**config.mk**
```make
export PLATFORM = sky130hd
export DESIGN_NAME = fetch_pc_unit
export DESIGN_NICKNAME = d
export VERILOG_FILES = /design/src/rtl/fetch_pc_unit.sv
export SDC_FILE = /design/constraint.sdc
export NUM_CORES = 1
export LEC_CHECK = 0
export ABC_AREA = 1
export BUFFER_PORTS_ARGS = -buffer_cell sky130_fd_sc_hd__buf_2
export CORE_MARGIN = 10
export CORE_UTILIZATION = 39
export DETAILED_ROUTE_END_ITERATION = 8
export GPL_TIMING_DRIVEN = 0
export PLACE_DENSITY_LB_ADDON = 0.2
export SYNTH_ARGS = -nofsm -noshare
export SYNTH_HDL_FRONTEND = slang
export SYNTH_SLANG_ARGS = --single-unit
```
**constraint.sdc**
```tcl
create_clock -name clk -period 5.9 [get_ports clk]
set_clock_uncertainty 0.1 [all_clocks]
set_input_delay 0.295 -clock clk [delete_from_list [all_inputs] [get_ports clk]]
set_output_delay 0.295 -clock clk [all_outputs]
set_load 0.01 [all_outputs]
```
**src/rtl/fetch_pc_unit.sv**
```systemverilog
// ---------------------------------------------------------------------------
// fetch_pc_unit
//   Program counter and control-flow stage in front of a 1024-entry
//   instruction memory. Applies halt / return / call / absolute branch /
//   relative skip requests from decode. A 16-entry table supplies the call
//   targets and a small return-address stack holds the return addresses.
//
//   Optional feature: define FETCH_PERF_EN to add the saturating
//   cyc_cnt / flow_cnt performance counters.
//
// Parameters
//   START_PC   PC value loaded on start
//   RAS_DEPTH  return-address stack depth (1..8)
//
// Ports
//   clk        clock, all state updates on the rising edge
//   reset_n    synchronous active-low reset
//   start      begin execution from START_PC (pulse, IDLE/HALT only)
//   stall      hold PC, stack and state for this RUN cycle
//   rel_take   relative skip taken, rel_off = skip distance
//   abs_take   absolute branch taken, abs_tgt = target
//   call       subroutine call through table[call_idx]
//   ret        subroutine return
//   halt       stop execution
//   tbl_we     write table[tbl_idx] = tbl_addr (visible next cycle)
//   pc         instruction memory address (registered)
//   run        high while in RUN
//   done       high while in HALT
//   ras_err    sticky stack overflow/underflow flag
//   cyc_cnt    (FETCH_PERF_EN) unstalled RUN cycles, saturating
//   flow_cnt   (FETCH_PERF_EN) taken ret/call/abs/rel, saturating
// ---------------------------------------------------------------------------
module fetch_pc_unit #(
    parameter int unsigned START_PC  = 0,
    parameter int unsigned RAS_DEPTH = 4
) (
    input  logic        clk,
    input  logic        reset_n,
    input  logic        start,
    input  logic        stall,
    input  logic        rel_take,
    input  logic [2:0]  rel_off,
    input  logic        abs_take,
    input  logic [9:0]  abs_tgt,
    input  logic        call,
    input  logic [3:0]  call_idx,
    input  logic        ret,
    input  logic        halt,
    input  logic        tbl_we,
    input  logic [3:0]  tbl_idx,
    input  logic [9:0]  tbl_addr,
    output logic [9:0]  pc,
    output logic        run,
    output logic        done,
    output logic        ras_err
`ifdef FETCH_PERF_EN
    ,
    output logic [15:0] cyc_cnt,
    output logic [15:0] flow_cnt
`endif
);

    typedef enum logic [1:0] {
        ST_IDLE = 2'd0,
        ST_RUN  = 2'd1,
        ST_HALT = 2'd2
    } state_t;

    // Stack storage is sized for the maximum depth so a 3-bit index always
    // fits; only the first RAS_DEPTH entries are ever written.
    localparam logic [3:0] SP_FULL = 4'(RAS_DEPTH);

    state_t      state_q, state_d;
    logic [9:0]  pc_q, pc_d;
    logic        run_q, run_d;
    logic        done_q, done_d;
    logic        err_q, err_d;
    logic [3:0]  sp_q, sp_d;
    logic [9:0]  stack_q [8];
    logic [9:0]  stack_d [8];
    logic [9:0]  tbl_q [16];
    logic [9:0]  tbl_d [16];
    logic        start_ev;
    logic        flow_ev;
    logic        cyc_ev;

    logic [9:0]  pc_inc;
    logic [2:0]  top_idx;
    logic [2:0]  push_idx;

    assign pc_inc   = pc_q + 10'd1;
    assign top_idx  = 3'(sp_q - 4'd1);
    assign push_idx = sp_q[2:0];

    // NOTE: every signal written here gets a default first, so no path can
    // leave it unassigned and infer a latch.
    always_comb begin
        state_d  = state_q;
        pc_d     = pc_q;
        err_d    = err_q;
        sp_d     = sp_q;
        stack_d  = stack_q;
        tbl_d    = tbl_q;
        start_ev = 1'b0;
        flow_ev  = 1'b0;
        cyc_ev   = 1'b0;

        unique case (state_q)
            ST_IDLE, ST_HALT: begin
                if (start) begin
                    state_d  = ST_RUN;
                    pc_d     = 10'(START_PC);
                    sp_d     = 4'd0;
                    err_d    = 1'b0;
                    start_ev = 1'b1;
                end
            end
            ST_RUN: begin
                if (!stall) begin
                    cyc_ev = 1'b1;
                    // Strict priority; lower requests in the same cycle are dropped.
                    if (halt) begin
                        state_d = ST_HALT;
                    end else if (ret) begin
                        flow_ev = 1'b1;
                        if (sp_q == 4'd0) begin
                            pc_d  = pc_inc;
                            err_d = 1'b1;
                        end else begin
                            pc_d = stack_q[top_idx];
                            sp_d = sp_q - 4'd1;
                        end
                    end else if (call) begin
                        flow_ev = 1'b1;
                        // Reads the registered table, so a same-cycle write is not seen.
                        pc_d    = tbl_q[call_idx];
                        if (sp_q == SP_FULL) begin
                            err_d = 1'b1;
                        end else begin
                            stack_d[push_idx] = pc_inc;
                            sp_d              = sp_q + 4'd1;
                        end
                    end else if (abs_take) begin
                        flow_ev = 1'b1;
                        pc_d    = abs_tgt;
                    end else if (rel_take) begin
                        flow_ev = 1'b1;
                        pc_d    = pc_inc + 10'(rel_off);
                    end else begin
                        pc_d = pc_inc;
                    end
                end
            end
            default: state_d = ST_IDLE;
        endcase

        if (tbl_we) begin
            tbl_d[tbl_idx] = tbl_addr;
        end

        run_d  = (state_d == ST_RUN);
        done_d = (state_d == ST_HALT);
    end

    // NOTE: stack contents are deliberately left out of reset; the stack
    // pointer alone defines which entries are valid. The call table, by
    // contrast, must read as zero after reset.
    always_ff @(posedge clk) begin
        stack_q <= stack_d;
        if (!reset_n) begin
            state_q <= ST_IDLE;
            pc_q    <= 10'd0;
            run_q   <= 1'b0;
            done_q  <= 1'b0;
            err_q   <= 1'b0;
            sp_q    <= 4'd0;
            tbl_q   <= '{default: 10'd0};
        end else begin
            state_q <= state_d;
            pc_q    <= pc_d;
            run_q   <= run_d;
            done_q  <= done_d;
            err_q   <= err_d;
            sp_q    <= sp_d;
            tbl_q   <= tbl_d;
        end
    end

    assign pc      = pc_q;
    assign run     = run_q;
    assign done    = done_q;
    assign ras_err = err_q;

`ifdef FETCH_PERF_EN
    logic [15:0] cyc_q, cyc_d;
    logic [15:0] flow_q, flow_d;

    always_comb begin
        cyc_d  = cyc_q;
        flow_d = flow_q;
        if (start_ev) begin
            cyc_d  = 16'd0;
            flow_d = 16'd0;
        end else begin
            if (cyc_ev && cyc_q != 16'hFFFF) begin
                cyc_d = cyc_q + 16'd1;
            end
            if (flow_ev && flow_q != 16'hFFFF) begin
                flow_d = flow_q + 16'd1;
            end
        end
    end

    always_ff @(posedge clk) begin
        if (!reset_n) begin
            cyc_q  <= 16'd0;
            flow_q <= 16'd0;
        end else begin
            cyc_q  <= cyc_d;
            flow_q <= flow_d;
        end
    end

    assign cyc_cnt  = cyc_q;
    assign flow_cnt = flow_q;
`else
    logic unused_perf;
    assign unused_perf = ^{start_ev, flow_ev, cyc_ev};
`endif

endmodule

```
==> results.md <==
- Status: finished, final reports clean
- Starting Density: 39.3%
- CP Class: flop to flop
- Leakage power: 0.00510 uW
- Share of layout cells above drive strength 1: 9.29%
- Worst VDD drop: 0.241 mV
- Fmax: 285 MHz
- Sequential area share after synthesis: 50.1%
- Placer Congestion: 0.950
- Total chip power: 4220 uW
- Clock latency on the worst-skew pair: 550 ps
- Synth Net Count: 1588
- I/O pins: 54
- Global-route wire length before repair: 61800 um
- DRC: 0
- Port buffer count: 50
- Worst-path fanout max: 10
- NumNets Final: 1675
- Async SR Flop Fraction: 0%
- Clock-pin slew on the worst setup and hold paths: 60 ps
- Vias post-DR: 11169
- Final setup violation count: 0
- Die H: 195 um
- FF+latch count, synth: 259
- Crit start category: flop
- Routed length per instance: 19.6 um
- Diode count: 0
- Post-CTS setup repair buffer count: 0
- Die Width: 195 um
- Cts bufs inserted: 28
- Gr ovfl total: 0
- Post-cts repair resize count: 0
- Number of vias per cell: 5.47
- Worst Setup End Kind: flop
- Pin count of the biggest net entering global routing: 14
- CTS tree: done
- # rows: 64
- Final Cell Area: 0.0137 sq mm
- Max cap viols: 0
- Critical Path RT: 6270 ps
- Fin crit share: 59.5%
- Slew Limit Fails: 0
- Area grow syn2layout: 14.6%
- Post-layout min period: 3510 ps
- Worst relative slew slack: 23.8%
- ANT nets after route: 0
- CTS Sinks: 259
- Yosys warns: 0
- 1st-pass router iterations: 7
- Mean Syn Cell Area: 7.76 sq um
- Core area: 0.0304 sq mm
- Vias in the first global route: 10526
- Tot GR Track Use: 20.3%
- Post-Syn Area: 0.0119 sq mm
- Power per cell area: 308 mW/mm^2
- Post-synth EDFFs: 80
- WL final: 40100 um
- Setup tns final: 0 ps
- Post-DP HPWL: 28800 um
- Clk root buf: clkbuf_16
- DRT iter0 DRCs: 1172
- DP Area: 0.0128 sq mm
- Post-Syn Instances: 1540
- Dominant synthesized flop cell: dfxtp_1
- H-tree depth: 1
- Initial antenna violation count: 0
- Yosys cell types: 40
- Die ar.: 0.0380 sq mm
- RSZ-0062 raised after global routing: false
- Worst-Margin Slew: 1140 ps
- Hold Fails Final Rpt: 0
- Min-Delay Path Class: input pin to flop
- Bufs on Longest Clock Path: 3
- WP data arrival: 3880 ps
-- area by class of cell --
cell class,instances,area (sq um)
buffer,99,425
fill,3082,16700
clock inverter,9,92.6
inverter,162,608
sequential,259,5990
clock buffer,41,811
tap,396,495
timing repair buffer,57,325
multi-input combinational,1020,4950
-- registers in the layout, summed over array words and instances, names as in the netlist --
signal / cells
stack_q: 80
done: 1
tbl_q: 160
sp_q: 4
run: 1
state_q: 2
ras_err: 1
pc: 10
-- layout by cell type, fill, tap and decap left out, types with 4 or more instances in the layout --
master	count
o211ai_1	31
nor3_2	5
buf_2	75
a21oi_1	197
buf_6	5
inv_1	150
clkbuf_16	29
inv_2	6
a31oi_1	5
nor2_2	4
dfxtp_1	179
nor2_1	179
clkinv_2	5
o21ai_0	236
a22oi_1	10
clkbuf_8	4
edfxtp_1	80
nand2_1	193
buf_4	4
clkinv_1	8
nand3_1	116
nand2_2	4
ha_1	6
clkbuf_1	74
o21ai_1	5
-- cell usage after synthesis, types with 4 or more instances --
cell | count | area [sq um]
buf_4 | 4 | 30.0
clkinv_1 | 6 | 22.5
nor2_1 | 179 | 672
nand2_1 | 193 | 724
inv_1 | 150 | 563
clkbuf_1 | 66 | 248
nand3_1 | 116 | 581
nor3_1 | 7 | 35.0
ha_1 | 6 | 75.1
nor2_2 | 4 | 25.0
o21ai_1 | 5 | 25.0
nand2_2 | 4 | 25.0
buf_2 | 25 | 125
dfxtp_1 | 179 | 3580
o21ai_0 | 236 | 1180
inv_2 | 6 | 22.5
o211ai_1 | 31 | 233
a22oi_1 | 10 | 75.1
a21oi_1 | 197 | 986
edfxtp_1 | 80 | 2400
a31oi_1 | 5 | 31.3
-- worst paths after layout --
| kind | from | end | slack (ps) | cells after the start |
|---|---|---|---|---|
| min reg2reg | tbl_q[92] | tbl_q[92] | 350 | 2 |
| max | sp_q[0] | pc[1] | 2390 | 10 |
| max reg2reg | sp_q[0] | pc[1] | 2390 | 10 |
| min | tbl_addr[0] | tbl_q[30] | 50 | 3 |
-- metal layers --
| metal | track usage, % | vias up | routed length (um) |
|---|---|---|---|
| met1 | 29.0 | 5274 | 18400 |
| li1 | - | 5376 | - |
| met5 | 0 | - | 0 |
| met4 | 6.56 | 0 | 1110 |
| met2 | 30.5 | 452 | 17300 |
| met3 | 3.44 | 67 | 3290 |
-- worst max-delay path: stages (launching register included) --
cell      delay, ps
dfxtp_1         320
buf_2           170
inv_2           180
clkbuf_1        470
ha_1            340
clkinv_1        360
nand2_1         170
a21oi_1          60
o311ai_0        890
nand3b_1        220
a21oi_1         160
-- power breakdown --
part / switching, uW / internal (uW) / leakage (uW) / total [uW]
logic: 419 / 166 / 0.00249 / 585
clock network: 716 / 1030 / 0.000447 / 1750
registers: 17.2 / 1860 / 0.00216 / 1880
-- repair_timing --
action,in CTS,in global routing
endpoints found under the setup margin,0,0
endpoints found under the hold margin,2,0
hold buffers,3,0
-- stage by stage --
step	util (%)	std cells	hold slack, ps	worst slack (ps)
after floorplan	-	1540	320	3130
after global placement	41.7	1986	333	1980
after detailed placement	41.9	1990	339	2430
after CTS	45.0	2043	28.8	2410
after global routing	45.0	2043	67.4	2130
final	45.0	2043	52.7	2390
-- logic make-up after synthesis --
kind of cell / synth area share, %
AND/OR/NAND/NOR: 18.1
AO/OA/AOI/OAI: 22.0
buffers and inverters: 8.65
flip-flops: 50.1
adder cells (fa/ha/maj): 0.796
XOR/XNOR: 0.209
multiplexers: 0.0838
Note: power is estimated with default switching activity, not from simulation.
